$ cat config.mk
export PLATFORM = sky130hd
export DESIGN_NAME = store_buffer
export DESIGN_NICKNAME = d
export VERILOG_FILES = /design/src/rtl/mips_lite_pkg.sv /design/src/rtl/sb_fwd_match.sv /design/src/rtl/store_buffer.sv
export SDC_FILE = /design/constraint.sdc
export NUM_CORES = 1
export LEC_CHECK = 0
export CAP_MARGIN = 15
export CORE_MARGIN = 5
export CORE_UTILIZATION = 55
export DETAILED_ROUTE_END_ITERATION = 6
export PLACE_DENSITY = 0.8
export SETUP_SLACK_MARGIN = 0.05
export SYNTH_ARGS = -nofsm -noshare
export SYNTH_HDL_FRONTEND = slang
export SYNTH_SLANG_ARGS = --single-unit
$ cat constraint.sdc
create_clock -name clk -period 7.12 [get_ports clk]
set_clock_uncertainty 0.15 [all_clocks]
set_input_delay 1.068 -clock clk [delete_from_list [all_inputs] [get_ports clk]]
set_output_delay 1.068 -clock clk [all_outputs]
set_load 0.05 [all_outputs]
$ cat src/rtl/mips_lite_pkg.sv
// Shared constants and types for the mips_lite data-side blocks.
// The store buffer entry pairs an address with its data word.
package mips_lite_pkg;

  localparam int ADDR_W = 6;
  localparam int DATA_W = 8;

  typedef struct packed {
    logic [ADDR_W-1:0] addr;
    logic [DATA_W-1:0] data;
  } sb_entry_t;

endpackage

$ cat src/rtl/sb_fwd_match.sv
// Youngest-match search over the occupied store buffer entries.
// Later (younger) matches override earlier ones during the scan.
module sb_fwd_match
  import mips_lite_pkg::*;
#(
  parameter int DEPTH = 4,
  localparam int PW = $clog2(DEPTH)
) (
  input  sb_entry_t         entries [DEPTH],
  input  logic [PW-1:0]     rd_ptr,
  input  logic [PW:0]       count,
  input  logic [ADDR_W-1:0] ld_addr,
  output logic              hit,
  output logic [DATA_W-1:0] fwd_data
);

  logic [PW-1:0] idx;

  always_comb begin
    hit      = 1'b0;
    fwd_data = '0;
    idx      = '0;
    for (int i = 0; i < DEPTH; i++) begin
      idx = rd_ptr + PW'(i);
      if ((PW+1)'(i) < count && entries[idx].addr == ld_addr) begin
        hit      = 1'b1;
        fwd_data = entries[idx].data;
      end
    end
  end

endmodule

$ cat src/rtl/store_buffer.sv
// FIFO of pending stores in front of the data memory.
// Drains one store per cycle and forwards to same-cycle loads.
module store_buffer
  import mips_lite_pkg::sb_entry_t;
#(
  parameter int DEPTH  = 4,
  parameter int ADDR_W = 6,
  parameter int DATA_W = 8
) (
  input  logic              clk,
  input  logic              rst,
  input  logic              st_valid,
  input  logic [ADDR_W-1:0] st_addr,
  input  logic [DATA_W-1:0] st_data,
  output logic              st_ready,
  input  logic              ld_req,
  input  logic [ADDR_W-1:0] ld_addr,
  output logic              ld_valid,
  output logic [DATA_W-1:0] ld_data,
  output logic [ADDR_W-1:0] mem_addr,
  output logic [DATA_W-1:0] mem_data_in,
  output logic              mem_write,
  input  logic [DATA_W-1:0] mem_data_out,
  output logic              empty
);

  localparam int PW = $clog2(DEPTH);

  sb_entry_t         entries [DEPTH];
  logic [PW-1:0]     rd_ptr;
  logic [PW-1:0]     wr_ptr;
  logic [PW:0]       count;
  logic              rst_q;
  logic              full;
  logic              is_empty;
  logic              blank;
  logic              push;
  logic              drain;
  logic              hit;
  logic [DATA_W-1:0] fwd_data;

  sb_fwd_match #(.DEPTH(DEPTH)) u_match (
    .entries  (entries),
    .rd_ptr   (rd_ptr),
    .count    (count),
    .ld_addr  (ld_addr),
    .hit      (hit),
    .fwd_data (fwd_data)
  );

  // Outputs stay at reset values for the reset cycle and the one after.
  assign blank    = rst | rst_q;
  assign full     = (count == (PW+1)'(DEPTH));
  assign is_empty = (count == '0);
  assign push     = st_valid && !full && !rst;
  assign drain    = !blank && !is_empty && (!ld_req || hit || full);

  always_ff @(posedge clk) begin
    if (rst) begin
      rd_ptr <= '0;
      wr_ptr <= '0;
      count  <= '0;
      rst_q  <= 1'b1;
    end else begin
      rst_q <= 1'b0;
      if (push) begin
        entries[wr_ptr] <= '{addr: st_addr, data: st_data};
        wr_ptr          <= wr_ptr + 1'b1;
      end
      if (drain)
        rd_ptr <= rd_ptr + 1'b1;
      case ({push, drain})
        2'b10:   count <= count + 1'b1;
        2'b01:   count <= count - 1'b1;
        default: count <= count;
      endcase
    end
  end

  always_comb begin
    st_ready    = blank | !full;
    empty       = blank | is_empty;
    mem_write   = drain;
    mem_addr    = '0;
    mem_data_in = '0;
    ld_valid    = 1'b0;
    ld_data     = '0;
    if (drain) begin
      mem_addr    = entries[rd_ptr].addr;
      mem_data_in = entries[rd_ptr].data;
    end else if (!blank) begin
      mem_addr = ld_addr;
    end
    if (!blank && ld_req) begin
      if (hit) begin
        ld_valid = 1'b1;
        ld_data  = fwd_data;
      end else if (!drain) begin
        ld_valid = 1'b1;
        ld_data  = mem_data_out;
      end
    end
  end

endmodule

==> results.tsv <==
stage	metric	value	unit
run_status	outcome	finished clean	
clock_network	cts_sinks	64	
timing	maxSlewHeadroom	25.1	%
clock_network	clk_latency	0.34	ns
worst_setup_path	rr_worst_depth	10	
synth	synth_top_area_cell	edfxtp_1	
power_and_ir_drop	max-vdd-ir-drop	0.105	mV
run	cap_violations	0	
synth	synth_common_cells	edfxtp_1, mux2i_1, nor2_1	
clock_network	cts.htree.levels	3	
timing	fin_crit	6.03	ns
synth	synth_cells	401	
synth	ys_types	50	
global_route	grt_pass1_wl	16.1	mm
cells_and_area	area_delta_synth_final	18.0	%
floorplanning	die_w	99.0	µm
worst_setup_path	r2r-start	rd_ptr[1]	
synth	synth.most_common_cell	edfxtp_1	
hold_path	min_path_cells	2	
worst_setup_path	r2r_setup_slack	2.59	ns
floorplanning	die_h	99.0	µm
route	drtPass1Iterations	5	
timing	tightest_slew	1.12	ns
route	drt_iter0_drc	146	
power_and_ir_drop	p_leak	0.00175	µW
global_route	grt_usage	21.0	%
global_route	antenna_found_initial	0	
timing	setup_tns	0	ns
cells_and_area	fin_nets	486	
global_route	grt_pass1_vias	3285	
clock_network	clk_path_buf_depth	2	
place	port_buffers	57	
clock_network	ctsResizeCount	0	
worst_setup_path	timing.rr.end	count[2]	
route	drc	0	
worst_setup_path	critPathMaxFanout	39	
clock_network	cts_setup_buffers	0	
hold_path	hold_path_end	wr_ptr[1]	
global_route	grt_max_degree	50	
route	wl_per_cell	18.4	µm
timing	hold_viol_final	0	
floorplanning	ios	58	
place	routabilityCongestion	0.874	
route	antenna_left	0	
floorplanning	core	7730	µm²
timing	max_freq	166	MHz
synth	ys_seq_elements	64	
power_and_ir_drop	power	911	µW
place	dp_hpwl	7.00	mm
synth	synth_nets	441	
cells_and_area	drive_gt1_share	12.4	%
cells_and_area	final_area	5140	µm²
synth	async_flop_share	0	%
clock_network	cts_tree	built	
cells_and_area	diodes	0	
clock_network	clk_pin_slew_worst_paths	0.07	ns
hold_path	hp-class	flop to flop	
synth	ys_seq_area_share	42.3	%
timing	finalCritPeriodShare	84.7	%
hold_path	min_from	wr_ptr[1]	
synth	synth_area_leaders	edfxtp_1, mux2i_1, mux2_2	
floorplanning	start_util	56.3	%
timing	grt_setup_unrepaired	no	
route	via_count	3287	
synth	avgSynthCellArea	10.9	µm²
route	routed_wl	10.2	mm
synth	ys.flop_type	edfxtp_1	
synth	yosysWarningCount	0	
worst_setup_path	required	5.90	ns
worst_setup_path	worstSetupPathType	flop to output port	
worst_setup_path	worstSetupStartpointType	flop	
synth	synth_edf_count	56	
global_route	overflow	0	
power_and_ir_drop	powerDensity	177	nW/µm²
synth	netlist_area	4350	µm²
floorplanning	die_area	9790	µm²
route	vias_per_cell	5.94	
floorplanning	row_count	32	
synth	yosys.area.top_type_share	38.6	%
cells_and_area	num-fill-cells	611	
timing	report.final.slew_viol_count	0	
clock_network	cts_buffers	9	
worst_setup_path	cp.arrival	4.81	ns
worst_setup_path	endpoint_kind	output port	
place	dpl-instance-area	4920	µm²
clock_network	cts_root_buffer	clkbuf_8	
clock_network	hold_buffers	0	
timing	setup_viol	0	
## per-stage QoR
step | std cells | setup WS, ns | utilization, % | hold WS (ns)
floorplan | 401 | 2.00 | - | 0.319
global placement | 537 | 1.16 | 63.7 | 0.336
detailed placement | 537 | 1.12 | 63.7 | 0.347
CTS | 553 | 1.09 | 66.5 | 0.356
global route | 553 | 0.847 | 66.5 | 0.387
finish | 553 | 1.09 | 66.5 | 0.353
## critical path: stages, from the launching register on
cell             delay [ns]
dfxtp_2                1.07
mux2i_1                0.24
a221oi_1               0.40
nand4_1                0.19
a211oi_4               0.70
o21bai_4               0.29
o21bai_4               0.23
inv_1                  0.32
a31o_1                 0.21
clkdlybuf4s50_1        0.81
## cells in the final DEF, fill, tap and decap left out, types with 2 or more instances in the layout
cell type	n
o21bai_4	2
dfxtp_2	2
nand4_1	3
clkbuf_8	9
clkbuf_1	2
xnor2_1	18
o221ai_1	8
buf_4	4
or3_1	3
dfxtp_1	6
mux2_2	19
o311ai_1	6
a31o_1	2
clkdlybuf4s50_1	57
mux4_2	5
nand2_1	27
and2_1	6
nor2b_1	8
a21oi_1	20
nand3_1	5
bufinv_16	2
mux2i_1	49
ha_1	8
a311oi_1	2
nor2_1	30
inv_1	19
nor3_1	4
and3_1	11
xor2_1	13
a21o_1	4
o21ai_0	11
a211oi_1	9
nor4_2	2
edfxtp_1	56
## metal layers
layer  GRT usage, %  wire, µm  vias to the layer above
met2           33.7      4960                      117
met1           27.9      4490                     1585
li1               -         -                     1573
met5              0         0                        -
met3           3.89       552                       12
met4           8.61       156                        0
## how the worst max path moves through the flow
stage	startpoint	end	slack, ns	cells after the start
after floorplan	rst	mem_data_in[6]	2.00	6
after global placement	ld_addr[3]	mem_addr[0]	1.16	9
after detailed placement	ld_addr[3]	mem_addr[0]	1.12	9
after CTS	rd_ptr[1]	mem_addr[0]	1.09	9
after global routing	rd_ptr[1]	mem_addr[4]	0.85	9
final	rd_ptr[1]	mem_addr[0]	1.09	9
## sequential cells by signal, indices dropped and copies added, names as in the netlist
signal / cells
entries: 56
rst_q: 1
rd_ptr: 2
count: 3
wr_ptr: 2
## where the power goes
part | internal, µW | switching, µW
Sequential | 421 | 9.32
Clock | 197 | 141
Combinational | 59.0 | 83.8
## cell families after synthesis
family / count (synthesis) / synth area share (%)
xor+xnor: 31 / 6.24
buf+inv: 46 / 5.29
simple gates: 103 / 11.8
compound gates: 75 / 12.9
fa+ha+maj: 8 / 2.30
mux: 74 / 19.1
flops: 64 / 42.3
## final cells by class
cell class / instances / area [µm²] / share of cell area (%)
clock inverters: 5 / 81.3 / 1.58
multi-input cells: 291 / 2280 / 44.4
well taps: 102 / 128 / 2.48
inverters: 19 / 71.3 / 1.39
clock buffers: 11 / 131 / 2.56
flip-flops and latches: 64 / 1840 / 35.9
repair buffers: 61 / 601 / 11.7
Power figures use the tool's default switching activity.
